**src/rtl/disp_scanner_pkg.sv**
```systemverilog
// Shared definitions for the board-side debug display scanner.
package disp_scanner_pkg;

    // Display modes (legacy-compatible constant encoding)
    localparam logic [1:0] MODE_REG   = 2'd0;
    localparam logic [1:0] MODE_MEM   = 2'd1;
    localparam logic [1:0] MODE_PC    = 2'd2;
    localparam logic [1:0] MODE_INSTR = 2'd3;

    localparam logic [6:0] REG_IDX_MAX = 7'd31;
    localparam logic [6:0] MEM_IDX_MAX = 7'd127;

    // Hex digit to active-low segments, bit order gfedcba
    function automatic logic [6:0] hex7seg(input logic [3:0] h);
        logic [6:0] s;
        case (h)
            4'h0: s = 7'h40;
            4'h1: s = 7'h79;
            4'h2: s = 7'h24;
            4'h3: s = 7'h30;
            4'h4: s = 7'h19;
            4'h5: s = 7'h12;
            4'h6: s = 7'h02;
            4'h7: s = 7'h78;
            4'h8: s = 7'h00;
            4'h9: s = 7'h10;
            4'hA: s = 7'h08;
            4'hB: s = 7'h03;
            4'hC: s = 7'h46;
            4'hD: s = 7'h21;
            4'hE: s = 7'h06;
            default: s = 7'h0E;
        endcase
        return s;
    endfunction

endpackage

```
**src/rtl/disp_scanner_if.sv**
```systemverilog
// Debug-port and display bundle between the scanner, mips_top and the board pins.
interface disp_scanner_if;
    logic [6:0]  Disp;
    logic [31:0] DispReg;
    logic [31:0] DispMem;
    logic [31:0] PC;
    logic [31:0] Instr;
    logic [3:0]  Stat;
    logic [1:0]  Mode;
    logic [7:0]  AN;
    logic [6:0]  SEG;
    logic        DP;

    // Scanner side
    modport master (
        output Disp, Mode, AN, SEG, DP,
        input  DispReg, DispMem, PC, Instr, Stat
    );

    // CPU debug port / board side
    modport slave (
        input  Disp, Mode, AN, SEG, DP,
        output DispReg, DispMem, PC, Instr, Stat
    );
endinterface

```
**src/rtl/disp_scanner_btn_debounce.sv**
```systemverilog
// Raw button conditioner: 2-flop synchroniser, stability counter, rising-edge pulse.
module btn_debounce #(
    parameter int DEBOUNCE_CYC = 500000
) (
    input  logic clk_i,
    input  logic rst_i,
    input  logic btn_i,
    output logic rise_o
);
    localparam int CW = (DEBOUNCE_CYC > 1) ? $clog2(DEBOUNCE_CYC) : 1;

    logic [1:0]    sync_q;
    logic          level_q;
    logic [CW-1:0] cnt_q;
    logic          rise_q;

    // Accept a new level only after it has differed from the current one for DEBOUNCE_CYC cycles
    always_ff @(posedge clk_i) begin
        if (rst_i) begin
            sync_q  <= 2'b00;
            level_q <= 1'b0;
            cnt_q   <= '0;
            rise_q  <= 1'b0;
        end else begin
            sync_q <= {sync_q[0], btn_i};
            rise_q <= 1'b0;
            if (sync_q[1] != level_q) begin
                if (cnt_q == CW'(DEBOUNCE_CYC - 1)) begin
                    level_q <= sync_q[1];
                    cnt_q   <= '0;
                    rise_q  <= sync_q[1];
                end else begin
                    cnt_q <= cnt_q + 1'b1;
                end
            end else begin
                cnt_q <= '0;
            end
        end
    end

    assign rise_o = rise_q;
endmodule

```
**src/rtl/disp_scanner.sv**
```systemverilog
// Debug display scanner: selects mips_top debug data, multiplexes 8 hex digits onto 7-seg.
module disp_scanner
    import disp_scanner_pkg::*;
#(
    parameter int CLK_DIV      = 100000,
    parameter int DEBOUNCE_CYC = 500000
) (
    input  logic           clk_i,
    input  logic           rst_i,
    input  logic           btn_next_i,
    input  logic           btn_prev_i,
    input  logic           btn_mode_i,
    disp_scanner_if.master dbg
);
    localparam int DW = $clog2(CLK_DIV);

    logic next_p, prev_p, mode_p;

    btn_debounce #(.DEBOUNCE_CYC(DEBOUNCE_CYC)) u_next (
        .clk_i(clk_i), .rst_i(rst_i), .btn_i(btn_next_i), .rise_o(next_p));
    btn_debounce #(.DEBOUNCE_CYC(DEBOUNCE_CYC)) u_prev (
        .clk_i(clk_i), .rst_i(rst_i), .btn_i(btn_prev_i), .rise_o(prev_p));
    btn_debounce #(.DEBOUNCE_CYC(DEBOUNCE_CYC)) u_mode (
        .clk_i(clk_i), .rst_i(rst_i), .btn_i(btn_mode_i), .rise_o(mode_p));

    logic [1:0]    mode_q, mode_d;
    logic [6:0]    disp_q, disp_d;
    logic [DW-1:0] div_q;
    logic [2:0]    digit_q;
    logic          first_q;
    logic [31:0]   val_q;
    logic [7:0]    an_q;
    logic [6:0]    seg_q;
    logic          dp_q;

    // Mode FSM and index counter; a mode step takes priority over index steps
    always_comb begin
        mode_d = mode_q;
        disp_d = disp_q;
        if (mode_p) begin
            mode_d = mode_q + 2'd1;
            if (mode_d == MODE_REG)
                disp_d[6:5] = 2'b00;
        end else if (next_p ^ prev_p) begin
            case (mode_q)
                MODE_REG: begin
                    if (next_p)
                        disp_d = (disp_q[4:0] == REG_IDX_MAX[4:0]) ? 7'd0
                                                                   : {2'b00, disp_q[4:0] + 5'd1};
                    else
                        disp_d = (disp_q[4:0] == 5'd0) ? REG_IDX_MAX
                                                       : {2'b00, disp_q[4:0] - 5'd1};
                end
                MODE_MEM: begin
                    if (next_p)
                        disp_d = (disp_q == MEM_IDX_MAX) ? 7'd0 : disp_q + 7'd1;
                    else
                        disp_d = (disp_q == 7'd0) ? MEM_IDX_MAX : disp_q - 7'd1;
                end
                default: ;
            endcase
        end
    end

    // Mode/index state registers
    always_ff @(posedge clk_i) begin
        if (rst_i) begin
            mode_q <= MODE_REG;
            disp_q <= 7'd0;
        end else begin
            mode_q <= mode_d;
            disp_q <= disp_d;
        end
    end

    logic        tick;
    logic [2:0]  cur_digit;
    logic        load;
    logic [31:0] src;
    logic [31:0] val_d;
    logic [3:0]  nib;

    // Digit selection for the coming slot; Val is captured only at frame start so a frame never tears
    always_comb begin
        tick      = (div_q == DW'(CLK_DIV - 1));
        cur_digit = first_q ? 3'd0 : digit_q + 3'd1;
        load      = tick && (cur_digit == 3'd0);
        case (mode_q)
            MODE_REG:   src = dbg.DispReg;
            MODE_MEM:   src = dbg.DispMem;
            MODE_PC:    src = dbg.PC;
            default:    src = dbg.Instr;
        endcase
        val_d = load ? src : val_q;
        nib   = val_d[{cur_digit, 2'b00} +: 4];
    end

    // Refresh divider, digit counter, Val capture and registered segment drive
    always_ff @(posedge clk_i) begin
        if (rst_i) begin
            div_q   <= '0;
            digit_q <= 3'd0;
            first_q <= 1'b1;
            val_q   <= 32'd0;
            an_q    <= 8'hFF;
            seg_q   <= 7'h7F;
            dp_q    <= 1'b1;
        end else begin
            div_q <= tick ? '0 : div_q + 1'b1;
            if (tick) begin
                digit_q <= cur_digit;
                first_q <= 1'b0;
                val_q   <= val_d;
                an_q    <= ~(8'b1 << cur_digit);
                seg_q   <= hex7seg(nib);
                dp_q    <= cur_digit[2] ? 1'b1 : ~dbg.Stat[cur_digit[1:0]];
            end
        end
    end

    assign dbg.Disp = disp_q;
    assign dbg.Mode = mode_q;
    assign dbg.AN   = an_q;
    assign dbg.SEG  = seg_q;
    assign dbg.DP   = dp_q;
endmodule

```
**src/flat_wrapper.sv**
```systemverilog
// flat-port wrapper written by rule: the top's interface ports become plain ports
module disp_scanner_flat import disp_scanner_pkg::*;
#(
    parameter int CLK_DIV      = 100000,
    parameter int DEBOUNCE_CYC = 500000
)
  (clk_i, rst_i, btn_next_i, btn_prev_i, btn_mode_i, dbg_Disp, dbg_Mode, dbg_AN, dbg_SEG, dbg_DP, dbg_DispReg, dbg_DispMem, dbg_PC, dbg_Instr, dbg_Stat);
  disp_scanner_if dbg_i ();
  input  logic clk_i;
  input  logic rst_i;
  input  logic btn_next_i;
  input  logic btn_prev_i;
  input  logic btn_mode_i;
  output wire logic [$bits(dbg_i.Disp)-1:0] dbg_Disp;
  output wire logic [$bits(dbg_i.Mode)-1:0] dbg_Mode;
  output wire logic [$bits(dbg_i.AN)-1:0] dbg_AN;
  output wire logic [$bits(dbg_i.SEG)-1:0] dbg_SEG;
  output wire logic [$bits(dbg_i.DP)-1:0] dbg_DP;
  input wire logic [$bits(dbg_i.DispReg)-1:0] dbg_DispReg;
  input wire logic [$bits(dbg_i.DispMem)-1:0] dbg_DispMem;
  input wire logic [$bits(dbg_i.PC)-1:0] dbg_PC;
  input wire logic [$bits(dbg_i.Instr)-1:0] dbg_Instr;
  input wire logic [$bits(dbg_i.Stat)-1:0] dbg_Stat;
  assign dbg_Disp = dbg_i.Disp;
  assign dbg_Mode = dbg_i.Mode;
  assign dbg_AN = dbg_i.AN;
  assign dbg_SEG = dbg_i.SEG;
  assign dbg_DP = dbg_i.DP;
  assign dbg_i.DispReg = dbg_DispReg;
  assign dbg_i.DispMem = dbg_DispMem;
  assign dbg_i.PC = dbg_PC;
  assign dbg_i.Instr = dbg_Instr;
  assign dbg_i.Stat = dbg_Stat;
  disp_scanner #(.CLK_DIV(CLK_DIV), .DEBOUNCE_CYC(DEBOUNCE_CYC)) u_core (.clk_i(clk_i), .rst_i(rst_i), .btn_next_i(btn_next_i), .btn_prev_i(btn_prev_i), .btn_mode_i(btn_mode_i), .dbg(dbg_i));
endmodule
```
**config.mk**
```make
export PLATFORM = sky130hd
export DESIGN_NAME = disp_scanner_flat
export DESIGN_NICKNAME = d
export VERILOG_FILES = /design/src/rtl/disp_scanner_pkg.sv /design/src/rtl/disp_scanner_if.sv /design/src/rtl/disp_scanner_btn_debounce.sv /design/src/rtl/disp_scanner.sv /design/src/flat_wrapper.sv
export SDC_FILE = /design/constraint.sdc
export NUM_CORES = 1
export LEC_CHECK = 0
export CORE_UTILIZATION = 41
export DETAILED_ROUTE_END_ITERATION = 16
export PLACE_DENSITY = 0.67
export SLEW_MARGIN = 0
export SYNTH_ARGS = -nofsm -noshare
export SYNTH_HDL_FRONTEND = slang
export SYNTH_SLANG_ARGS = --single-unit
```
**constraint.sdc**
```tcl
create_clock -name clk_i -period 3.8 [get_ports clk_i]
set_input_delay 0.76 -clock clk_i [delete_from_list [all_inputs] [get_ports clk_i]]
set_output_delay 0.76 -clock clk_i [all_outputs]
set_load 0.01 [all_outputs]
```
==> reports/results.tsv <==
stage	metric	value	unit
synthesis	post-synth top area cell	dfxtp_1	
timing	Final period util	0.929	
synthesis	EDFF count, synth	0	
synthesis	Synth async-reset ratio	0	
synthesis	post-synthesis cell count	924	
layout	fin util	0.552	
layout	layout cell share with drive strength beyond 1	0.0722	
synthesis	syn_area_per_cell	8.19	sq um
synthesis	Synth top cells by count	dfxtp_1 (147), nand2_1 (129), nor2_1 (112)	
drt	Initial DRC Count	468	
run_status	outcome	finished clean	
worst_setup_path	CP bufs+invs	4	
synthesis	top-count cell post-synth	dfxtp_1	
timing	RSZ-0062 raised after global routing	no	
clock_network	CTS H-tree lvls	4	
job	maxcap violations	0	
drt	antenna-violating nets left	0	
pwr	Max VDD drop	0.304	mV
global_routing	largest net degree at the start of global routing	61	
timing	final worst slack	0.270	ns
drt	routed via count	7045	
global_routing	initial antenna violation count	0	
worst_setup_path	critical path's top delay family	compound AO/OA/AOI/OAI gates	
clock_network	Clock Path Buffers	2	
worst_setup_path	crit path DAT	3.84	ns
drt	vias per inst	5.38	
timing	total negative setup slack	0	ns
global_routing	first-pass GRT wire length	31900	um
worst_setup_path	CP max FO	11	
worst_setup_path	startpoint types	flip-flop	
worst_setup_path	worst endpoint required time	4.11	ns
drt	Initial DRT Pass Iterations	6	
min_path	Hold Path Class	flip-flop to flip-flop	
global_routing	vias in the first global route	6446	
synthesis	Mapped Area	7560	sq um
worst_setup_path	worst path cell trace	inv_1 -> ha_1 -> a222oi_1 -> o21ai_0 -> mux4_2 -> nand2b_1 -> a21oi_1 -> inv_1 -> ha_1 -> inv_1 -> mux4_2 -> inv_1 -> o21ai_1	
clock_network	CTS Sinks	147	
synthesis	Ys Warns	0	
clock_network	clk slew on worst S/H paths	0.06	ns
layout	post-route cell area	9960	sq um
synthesis	Syn Nets	1079	
synthesis	register area share after synthesis	0.389	
synthesis	predominant post-synthesis flop cell	dfxtp_1	
worst_setup_path	slowest CP cell	ha_1	
timing	Least-Margin Pin Slew	0.700	ns
clock_network	CTS Buf Count	17	
die	Core Area	18000	sq um
clock_network	Hold-fix buffers, CTS	0	
synthesis	Synth cell types	71	
drt	DR WL/cell	15.2	um
clock_network	Clk Latency, worst-skew pair	0.43	ns
worst_setup_path	delay of the slowest cell on the worst path	0.55	ns
timing	Final Hold Viols	0	
die	Die ar.	19000	sq um
die	Cell Rows	49	
die	die width	138	um
clock_network	Post-CTS Setup Bufs	0	
worst_setup_path	CP dominant cell by count	inv_1	
synthesis	share of the synthesized area in the top cell type	0.389	
timing	Final Skew	0.0113	ns
place	gpl congestion	0.837	
clock_network	post-CTS sizing	0	
timing	final slew viol count	0	
timing	Max Freq	283	MHz
layout	diode count	0	
place	Post-DP HPWL	14100	um
timing	Slew headroom	0.533	
pwr	Pwr per Cell Area	340	nW/um^2
layout	Layout area overhead	31.6	%
worst_setup_path	crit end category	flip-flop	
worst_setup_path	crit path kind	flip-flop to flip-flop	
die	die height	138	um
timing	Final min period	3.53	ns
clock_network	CTS Root Buffer Type	clkbuf_16	
drt	number of remaining DRC errors	0	
pwr	leak pwr	3.46	nW
global_routing	Remaining Overflow, GRT	0	
synthesis	top post-synthesis cells by area	dfxtp_1 (39%), nand2_1 (6.4%), nor2_1 (5.6%)	
place	PortBufs	161	
die	number of I/O pins	162	
layout	fin nets	1223	
place	post-place setup slack	0.156	ns
synthesis	FF+latch count, synth	147	
timing	endpoints failing setup	0	
clock_network	CTS tree	yes	
die	starting density of the core	0.420	
global_routing	Tot GR Track Use	0.215	
drt	Total Wirelength	19900	um
place	area post-placement	9390	sq um
## kinds of logic after synthesis
| family | share of synthesized area |
|---|---|
| muxes | 0.0237 |
| and+or+nand+nor | 0.258 |
| AOI/OAI and AO/OA | 0.178 |
| buffers and inverters | 0.0413 |
| adders and majority gates | 0.0298 |
| xor gates and xnor gates | 0.0799 |
| DFF | 0.389 |
## cells in the final DEF, fill, tap and decap left out, drive strengths merged, types with 10 or more instances in the layout
cell,Yosys,routed
a21oi,64,64
mux2i,10,10
clkdlybuf4s50,0,160
a222oi,32,32
xor2,42,42
nand4,19,19
o21ai,31,31
xnor2,27,27
nand2,130,130
nor3,20,20
nor2,114,114
nor2b,17,17
inv,15,23
dfxtp,147,147
clkbuf,45,17
ha,18,18
nand3,46,46
o211ai,23,23
buf,15,25
and3,15,15
## sequential cells by signal, summed over array words and instances (netlist names), 2 cells and up
| register | cells |
|---|---|
| u_core.u_next.sync_q | 2 |
| u_core.u_prev.sync_q | 2 |
| u_core.dbg.SEG | 7 |
| u_core.dbg.AN | 8 |
| u_core.val_q | 32 |
| u_core.dbg.Disp | 7 |
| u_core.u_next.cnt_q | 19 |
| u_core.u_prev.cnt_q | 19 |
| u_core.u_mode.sync_q | 2 |
| u_core.digit_q | 3 |
| u_core.u_mode.cnt_q | 19 |
| u_core.div_q | 17 |
| u_core.dbg.Mode | 2 |
## layer usage
metal	vias up	track usage	part of all wire
li1	3584	-	-
met1	3267	0.290	0.48
met2	180	0.343	0.45
met3	14	0.0427	0.055
met4	0	0.0719	0.0096
met5	-	0	0
## area by class of cell
cell class	count	area, sq um
Inverter	16	60.1
Clock inverter	15	145
Tap cell	229	287
Sequential cell	147	2940
Clock buffer	17	425
Multi-Input combinational cell	701	4310
Timing Repair Buffer	185	1790
Fill cell	1698	8070
## power breakdown
group          internal (mW)  switching, mW
registers               1.55        0.00506
logic                  0.145         0.0589
clock network          0.918          0.713
total                   2.61          0.777
## per-stage QoR
step           hold slack (ns)  total power [mW]  std cells
2_1_floorplan            0.414              1.64        924
3_3_place_gp             0.419              1.79       1278
3_5_place_dp             0.422              1.79       1278
4_1_cts                  0.438              3.42       1310
5_1_grt                  0.453              3.50       1310
6_report                 0.434              3.39       1310
## final timing paths
kind / from / end / slack, ns / depth (start not counted)
setup / recovery: u_core.dbg.Mode[0] / u_core.dbg.SEG[3] / 0.27 / 13
hold / removal: u_core.u_next.sync_q[0] / u_core.u_next.sync_q[1] / 0.43 / 1
setup reg to reg: u_core.dbg.Mode[0] / u_core.dbg.SEG[3] / 0.27 / 13
hold reg to reg: u_core.u_next.sync_q[0] / u_core.u_next.sync_q[1] / 0.43 / 1
(Power assumes the default switching activity.)
